**config.mk**
```make
export PLATFORM = sky130hd
export DESIGN_NAME = executor
export DESIGN_NICKNAME = d
export VERILOG_FILES = /design/src/rtl/executor.sv
export SDC_FILE = /design/constraint.sdc
export NUM_CORES = 2
export LEC_CHECK = 0
export BUFFER_PORTS_ARGS = -buffer_cell sky130_fd_sc_hd__buf_4
export CORE_ASPECT_RATIO = 1.75
export CORE_MARGIN = 5
export CORE_UTILIZATION = 27
export CTS_CLUSTER_DIAMETER = 60
export DETAILED_ROUTE_END_ITERATION = 8
export GPL_TIMING_DRIVEN = 0
export PLACE_DENSITY = 0.42
export REMOVE_ABC_BUFFERS = 1
export SYNTH_ARGS = -nofsm -noshare
export SYNTH_HDL_FRONTEND = slang
export SYNTH_SLANG_ARGS = --single-unit
```
**constraint.sdc**
```tcl
create_clock -name clk -period 8 [get_ports clk]
set_input_delay 0.8 -clock clk [delete_from_list [all_inputs] [get_ports clk]]
set_output_delay 0.8 -clock clk [all_outputs]
set_load 0.005 [all_outputs]
```
**src/rtl/executor.sv**
```systemverilog
// Execute stage of the RV32IM pipeline: ALU, address, branch and multiply in one cycle,
// plus a restoring divider FSM that stalls register-read while it iterates.
module executor #(
  parameter int DIV_ITERS = 32
) (
  input  logic        clk,
  input  logic        rst,
  input  logic        in_noop,
  input  logic [6:0]  in_opcode,
  input  logic [2:0]  in_funct3,
  input  logic [6:0]  in_funct7,
  input  logic [4:0]  in_rd,
  input  logic [31:0] in_imm,
  input  logic [31:0] in_pc,
  input  logic [31:0] in_rs1_data,
  input  logic [31:0] in_rs2_data,
  output logic        stall,
  output logic        out_noop,
  output logic [6:0]  out_opcode,
  output logic [4:0]  out_rd,
  output logic [31:0] out_imm,
  output logic [31:0] out_res,
  output logic [31:0] out_rs2_data,
  output logic        out_branch_taken,
  output logic [31:0] out_branch_target
);

  localparam logic [6:0] OP_R     = 7'b0110011;
  localparam logic [6:0] OP_I     = 7'b0010011;
  localparam logic [6:0] OP_LUI   = 7'b0110111;
  localparam logic [6:0] OP_AUIPC = 7'b0010111;
  localparam logic [6:0] OP_JAL   = 7'b1101111;
  localparam logic [6:0] OP_JALR  = 7'b1100111;
  localparam logic [6:0] OP_BR    = 7'b1100011;
  localparam logic [6:0] OP_LD    = 7'b0000011;
  localparam logic [6:0] OP_ST    = 7'b0100011;

  localparam int CW = $clog2(DIV_ITERS);
  // RUN covers DIV_ITERS-1 steps; the final step is folded into FINISH.
  localparam logic [CW-1:0] COUNT_INIT = CW'(DIV_ITERS - 2);

  typedef enum logic [1:0] {IDLE, RUN, FINISH} state_t;
  state_t state, state_next;

  logic [31:0] a, b, op_b, alu_res, sum_ai;
  logic [31:0] norm_res, norm_target, mul_res, quick_div_res;
  logic        norm_taken, br_cond;
  logic        is_m, is_div, div_signed, div_zero, div_ovf, div_long, accept;
  logic [63:0] product;
  logic        mul_a_signed, mul_b_signed;
  logic [31:0] a_abs, b_abs;

  logic [31:0]   quo_q, rem_q, dvs_q;
  logic [CW-1:0] count;
  logic          q_neg, r_neg, want_rem;
  logic [32:0]   shifted, diff;
  logic [31:0]   step_quo, step_rem, div_result;

  logic        stall_raw, noop_next, taken_next;
  logic [31:0] res_next, target_next;

  assign a      = in_rs1_data;
  assign b      = in_rs2_data;
  assign sum_ai = a + in_imm;

  assign is_m       = (in_opcode == OP_R) && (in_funct7 == 7'b0000001);
  assign is_div     = is_m && in_funct3[2];
  assign div_signed = ~in_funct3[0];
  assign div_zero   = (b == 32'd0);
  assign div_ovf    = div_signed && (a == 32'h8000_0000) && (b == 32'hFFFF_FFFF);
  assign div_long   = is_div && !div_zero && !div_ovf;
  assign accept     = (state == IDLE) && !in_noop && div_long;

  assign a_abs = (div_signed && a[31]) ? (32'd0 - a) : a;
  assign b_abs = (div_signed && b[31]) ? (32'd0 - b) : b;

  // One multiplier: the low word is the same for every signedness, so only MULH* differ.
  assign mul_a_signed = (in_funct3[1:0] != 2'b11);
  assign mul_b_signed = ~in_funct3[1];
  assign product = {{32{mul_a_signed & a[31]}}, a} * {{32{mul_b_signed & b[31]}}, b};
  assign mul_res = (in_funct3[1:0] == 2'b00) ? product[31:0] : product[63:32];

  assign quick_div_res = div_zero ? (in_funct3[1] ? a : 32'hFFFF_FFFF)
                                  : (in_funct3[1] ? 32'd0 : 32'h8000_0000);

  always_comb begin
    op_b = (in_opcode == OP_R) ? b : in_imm;
    case (in_funct3)
      3'b000:  alu_res = ((in_opcode == OP_R) && in_funct7[5]) ? a - op_b : a + op_b;
      3'b001:  alu_res = a << op_b[4:0];
      3'b010:  alu_res = {31'd0, $signed(a) < $signed(op_b)};
      3'b011:  alu_res = {31'd0, a < op_b};
      3'b100:  alu_res = a ^ op_b;
      3'b101:  alu_res = in_funct7[5] ? 32'($signed(a) >>> op_b[4:0]) : a >> op_b[4:0];
      3'b110:  alu_res = a | op_b;
      default: alu_res = a & op_b;
    endcase
  end

  always_comb begin
    case (in_funct3)
      3'b000:  br_cond = (a == b);
      3'b001:  br_cond = (a != b);
      3'b100:  br_cond = $signed(a) < $signed(b);
      3'b101:  br_cond = $signed(a) >= $signed(b);
      3'b110:  br_cond = a < b;
      3'b111:  br_cond = a >= b;
      default: br_cond = 1'b0;
    endcase
  end

  always_comb begin
    norm_res    = 32'd0;
    norm_taken  = 1'b0;
    norm_target = in_pc + in_imm;
    case (in_opcode)
      OP_R:     norm_res = is_m ? (in_funct3[2] ? quick_div_res : mul_res) : alu_res;
      OP_I:     norm_res = alu_res;
      OP_LUI:   norm_res = in_imm;
      OP_AUIPC: norm_res = in_pc + in_imm;
      OP_JAL: begin
        norm_res   = in_pc + 32'd4;
        norm_taken = 1'b1;
      end
      OP_JALR: begin
        norm_res    = in_pc + 32'd4;
        norm_taken  = 1'b1;
        norm_target = sum_ai & ~32'd1;
      end
      OP_BR:        norm_taken = br_cond;
      OP_LD, OP_ST: norm_res = sum_ai;
      default: ;
    endcase
  end

  // Restoring step: remainder stays below the divisor, so 33 bits suffice for the trial subtract.
  assign shifted  = {rem_q, quo_q[31]};
  assign diff     = shifted - {1'b0, dvs_q};
  assign step_rem = diff[32] ? shifted[31:0] : diff[31:0];
  assign step_quo = {quo_q[30:0], ~diff[32]};
  assign div_result = want_rem ? (r_neg ? 32'd0 - step_rem : step_rem)
                               : (q_neg ? 32'd0 - step_quo : step_quo);

  always_ff @(posedge clk or posedge rst) begin
    if (rst) state <= IDLE;
    else     state <= state_next;
  end

  always_comb begin
    state_next = state;
    case (state)
      IDLE:    if (accept) state_next = RUN;
      RUN:     if (count == '0) state_next = FINISH;
      FINISH:  state_next = IDLE;
      default: state_next = IDLE;
    endcase
  end

  always_comb begin
    stall_raw   = 1'b0;
    noop_next   = in_noop;
    res_next    = norm_res;
    taken_next  = norm_taken & ~in_noop;
    target_next = norm_target;
    case (state)
      IDLE: if (accept) begin
        stall_raw  = 1'b1;
        noop_next  = 1'b1;
        taken_next = 1'b0;
      end
      RUN: begin
        stall_raw  = 1'b1;
        noop_next  = 1'b1;
        taken_next = 1'b0;
      end
      FINISH: begin
        noop_next  = 1'b0;
        taken_next = 1'b0;
        res_next   = div_result;
      end
      default: ;
    endcase
  end

  assign stall = stall_raw & ~rst;

  always_ff @(posedge clk or posedge rst) begin
    if (rst) begin
      quo_q    <= '0;
      rem_q    <= '0;
      dvs_q    <= '0;
      count    <= '0;
      q_neg    <= 1'b0;
      r_neg    <= 1'b0;
      want_rem <= 1'b0;
    end else if (accept) begin
      quo_q    <= a_abs;
      rem_q    <= '0;
      dvs_q    <= b_abs;
      count    <= COUNT_INIT;
      q_neg    <= div_signed & (a[31] ^ b[31]);
      r_neg    <= div_signed & a[31];
      want_rem <= in_funct3[1];
    end else if (state == RUN) begin
      quo_q <= step_quo;
      rem_q <= step_rem;
      count <= count - 1'b1;
    end
  end

  always_ff @(posedge clk or posedge rst) begin
    if (rst) begin
      out_noop          <= 1'b1;
      out_opcode        <= '0;
      out_rd            <= '0;
      out_imm           <= '0;
      out_res           <= '0;
      out_rs2_data      <= '0;
      out_branch_taken  <= 1'b0;
      out_branch_target <= '0;
    end else begin
      out_noop          <= noop_next;
      out_opcode        <= in_opcode;
      out_rd            <= in_rd;
      out_imm           <= in_imm;
      out_res           <= res_next;
      out_rs2_data      <= in_rs2_data;
      out_branch_taken  <= taken_next;
      out_branch_target <= target_next;
    end
  end

endmodule

```
==> out/metrics.yaml <==
clocking:
  cts_tree: "built"
  clk_pin_slew_ns: 0.06
  cts_buffer_depth: 3
  clock_latency_ns: 0.68
  cts_sinks: 248
  clk_root_buffer_cell: "clkbuf_16"
  cts_max_level: 2
  numCtsBuffers: 35
  ctsHoldBuffers: 0
setup_path:
  path_common_cell: "fa_1"
  cp_slowest_cell: "or4b_4"
  rr_worst_depth: 22
  critPathMaxFanout: 6
  worst-setup-path-type: "primary input to flip-flop"
  worstPathArrival_ns: 9.33
  worstPathRequired_ns: 8.59
  critPathLaunchType: "primary input"
  max_stage_delay_ns: 0.64
  cp-end-kind: "flip-flop"
synthesis:
  yosysSeqAreaShare_pct: 9.269
  synth_top_area_share_pct: 33.78
  synth_top_cell_by_area: "fa_1"
  yosys_warnings: 0
  postSynth.asyncResetShare_pct: 100.0
  synth_cell_types: 94
  syn_area_per_cell_um2: 8.194
  synth_edf_count: 0
  synth_ff_type: "dfrtp_1"
  ys_ff_latch: 248
  ys_top_cells_by_area: "fa_1 34%, dfrtp_1 9.2%, ha_1 8.9%"
  synthCells: 8173
  syn-cell-area_um2: 66970
place:
  place_inst: 11307
  gp_congestion: 1.002
  hpwl_um: 283400
  dpl_cell_area_um2: 72470
  io_buffer_count: 295
global_route:
  grt_overflow: 0
  grt_pass1_vias: 68378
  grt_antenna_before_repair: 38
  grt_usage_pct: 30.72
  grt_pass1_wl_um: 552700
  grt_max_degree: 107
layout:
  stdcell_count: 11716
  fill_cells: 26219
  layout_commonest_cell: "inv_1"
  drive_gt1_share_pct: 14.40
  nets: 10134
  postLayoutCellArea_um2: 81460
  layout_common_cells: "1237 x inv_1, 1082 x fa_1, 1015 x nand2_1"
  area_delta_synth_final_pct: 21.64
run_status:
  violations: "capacitance limit, slew limit, setup timing"
  outcome: "complete, but fails checks"
floorplan:
  die_w_um: 386.5
  coreArea_um2: 247700
  initial_utilization_pct: 27.04
  pin_count: 296
  dieArea_um2: 258500
  rows: 242
  die_h_um: 668.8
sta:
  max_freq_ghz: 0.1144
  slew_headroom_pct: -7.634
  hold_viol: 0
  worst_slew_pin_slew_ns: 1.615
  fin_crit_sh_pct: 109.3
  final-setup-viol-count: 19
  rsz0062_at_grt: "yes"
  setup_ws_ns: -0.7445
  tns_ns: -7.576
  finalClockSkew_ns: 0.02242
  finalMaxSlewViolations: 1
  finalCriticalPeriod_ns: 8.744
drt:
  drt-initial-drc-count: 4944
  drt_drc_violations_left: 0
  first_pass_iters: 8
  totalWireLength_um: 406900
  num_vias: 64614
  wl_per_cell_um: 34.73
  via_per_inst: 5.515
  drtAntennaViolNets: 0
flow_run:
  maxCapViolCount: 1
min_path:
  hp-class: "primary input to async pin"
stage by stage:
step | worst slack [ns] | utilization, % | hold slack [ns]
2_1_floorplan | -2.849 | - | 0.4498
3_3_place_gp | -16.25 | 28.82 | 0.4721
3_5_place_dp | -6.252 | 29.26 | 0.4866
4_1_cts | -0.7212 | 32.46 | 0.1664
5_1_grt | -0.8433 | 32.87 | 0.1756
6_report | -0.7445 | 32.89 | 0.1408
layer usage:
layer  wire (um)  GRT usage, %  up-vias
met5          54             0        -
met4       51030         30.62        8
met3       24330         6.113     1330
met2      205000         55.24     3008
met1      126500         28.48    33330
li1            -             -    26938
sequential cells by signal, summed over array words and instances (netlist names):
register	flops
dvs_q	32
out_branch_target	32
out_imm	32
out_res	32
out_rs2_data	32
quo_q	32
rem_q	32
out_opcode	7
count	5
out_rd	5
state	2
out_branch_taken	1
out_noop	1
q_neg	1
r_neg	1
want_rem	1
what timing repair did:
item | CTS | global route
hold endpoints to repair | 0 | 0
endpoints found under the setup margin | 32 | 32
buffers inserted | 241 | 34
gates cloned | 45 | 1
resized for setup | 755 | 141
pin swaps | 180 | 89
synth_stat cells, types with 34 or more instances:
| cell type | number |
|---|---|
| inv_1 | 1308 |
| fa_1 | 1130 |
| nand2_1 | 1035 |
| nor2_1 | 757 |
| ha_1 | 479 |
| a21oi_1 | 434 |
| clkbuf_1 | 366 |
| o21ai_0 | 343 |
| dfrtp_1 | 247 |
| xnor2_1 | 212 |
| nand3_1 | 159 |
| a21o_1 | 129 |
| mux2i_1 | 123 |
| buf_1 | 108 |
| xor2_1 | 107 |
| nor3_1 | 97 |
| a211oi_1 | 69 |
| o211ai_1 | 64 |
| nand4_1 | 56 |
| a31oi_1 | 54 |
| nand2b_1 | 47 |
| and3_1 | 43 |
| a221o_1 | 41 |
| o21a_1 | 40 |
| o21bai_1 | 40 |
| and2_1 | 38 |
| or3_1 | 37 |
| a221oi_1 | 35 |
| o22ai_1 | 34 |
path summary, 6_finish.rpt:
path	slack (ns)	end	start
worst max-delay path	-0.74	out_res[26]	in_funct3[1]
worst min register to register	0.49	dvs_q[29]	dvs_q[29]
max in group asynchronous	6.20	out_branch_target[2]	rst
worst min-delay path	0.14	count[3]	rst
min in group clk	0.22	out_rd[1]	in_rd[1]
worst max register to register	1.05	out_res[24]	quo_q[31]
cells by family (layout without fill, tap and decap cells):
logic type | Yosys count | count (layout) | share of synthesized area, %
simple gates | 2420 | 2421 | 15.68
xor+xnor | 319 | 319 | 4.172
buf+inv | 1841 | 2064 | 10.39
other cells | 0 | 25 | 0
mux | 140 | 140 | 2.158
compound gates | 1596 | 1596 | 15.60
flops | 248 | 248 | 9.269
fa+ha+maj | 1609 | 1609 | 42.73
critical path: cells and delay by family:
| kind | cells | cell delay (ns) |
|---|---|---|
| adder cells (fa/ha/maj) | 9 | 4.63 |
| AND/OR/NAND/NOR | 7 | 1.76 |
| AO/OA/AOI/OAI | 6 | 1.02 |
| buffers and inverters | 11 | 1.05 |
cell type report:
class	instances	area [um2]	share of cell area [%]
well taps	3294	4121	5.059
flip-flops and latches	248	6207	7.620
clock inverters	20	229.0	0.2811
multi-input cells	6085	55950	68.68
repair inverters	1	5.005	0.006144
diodes	25	62.56	0.07680
inverters	1338	5839	7.168
repair buffers	663	8115	9.962
clock buffers	42	932.1	1.144
Power is not shown: default switching activity piles up to over one toggle a cycle in this logic, so the estimate is an artifact.
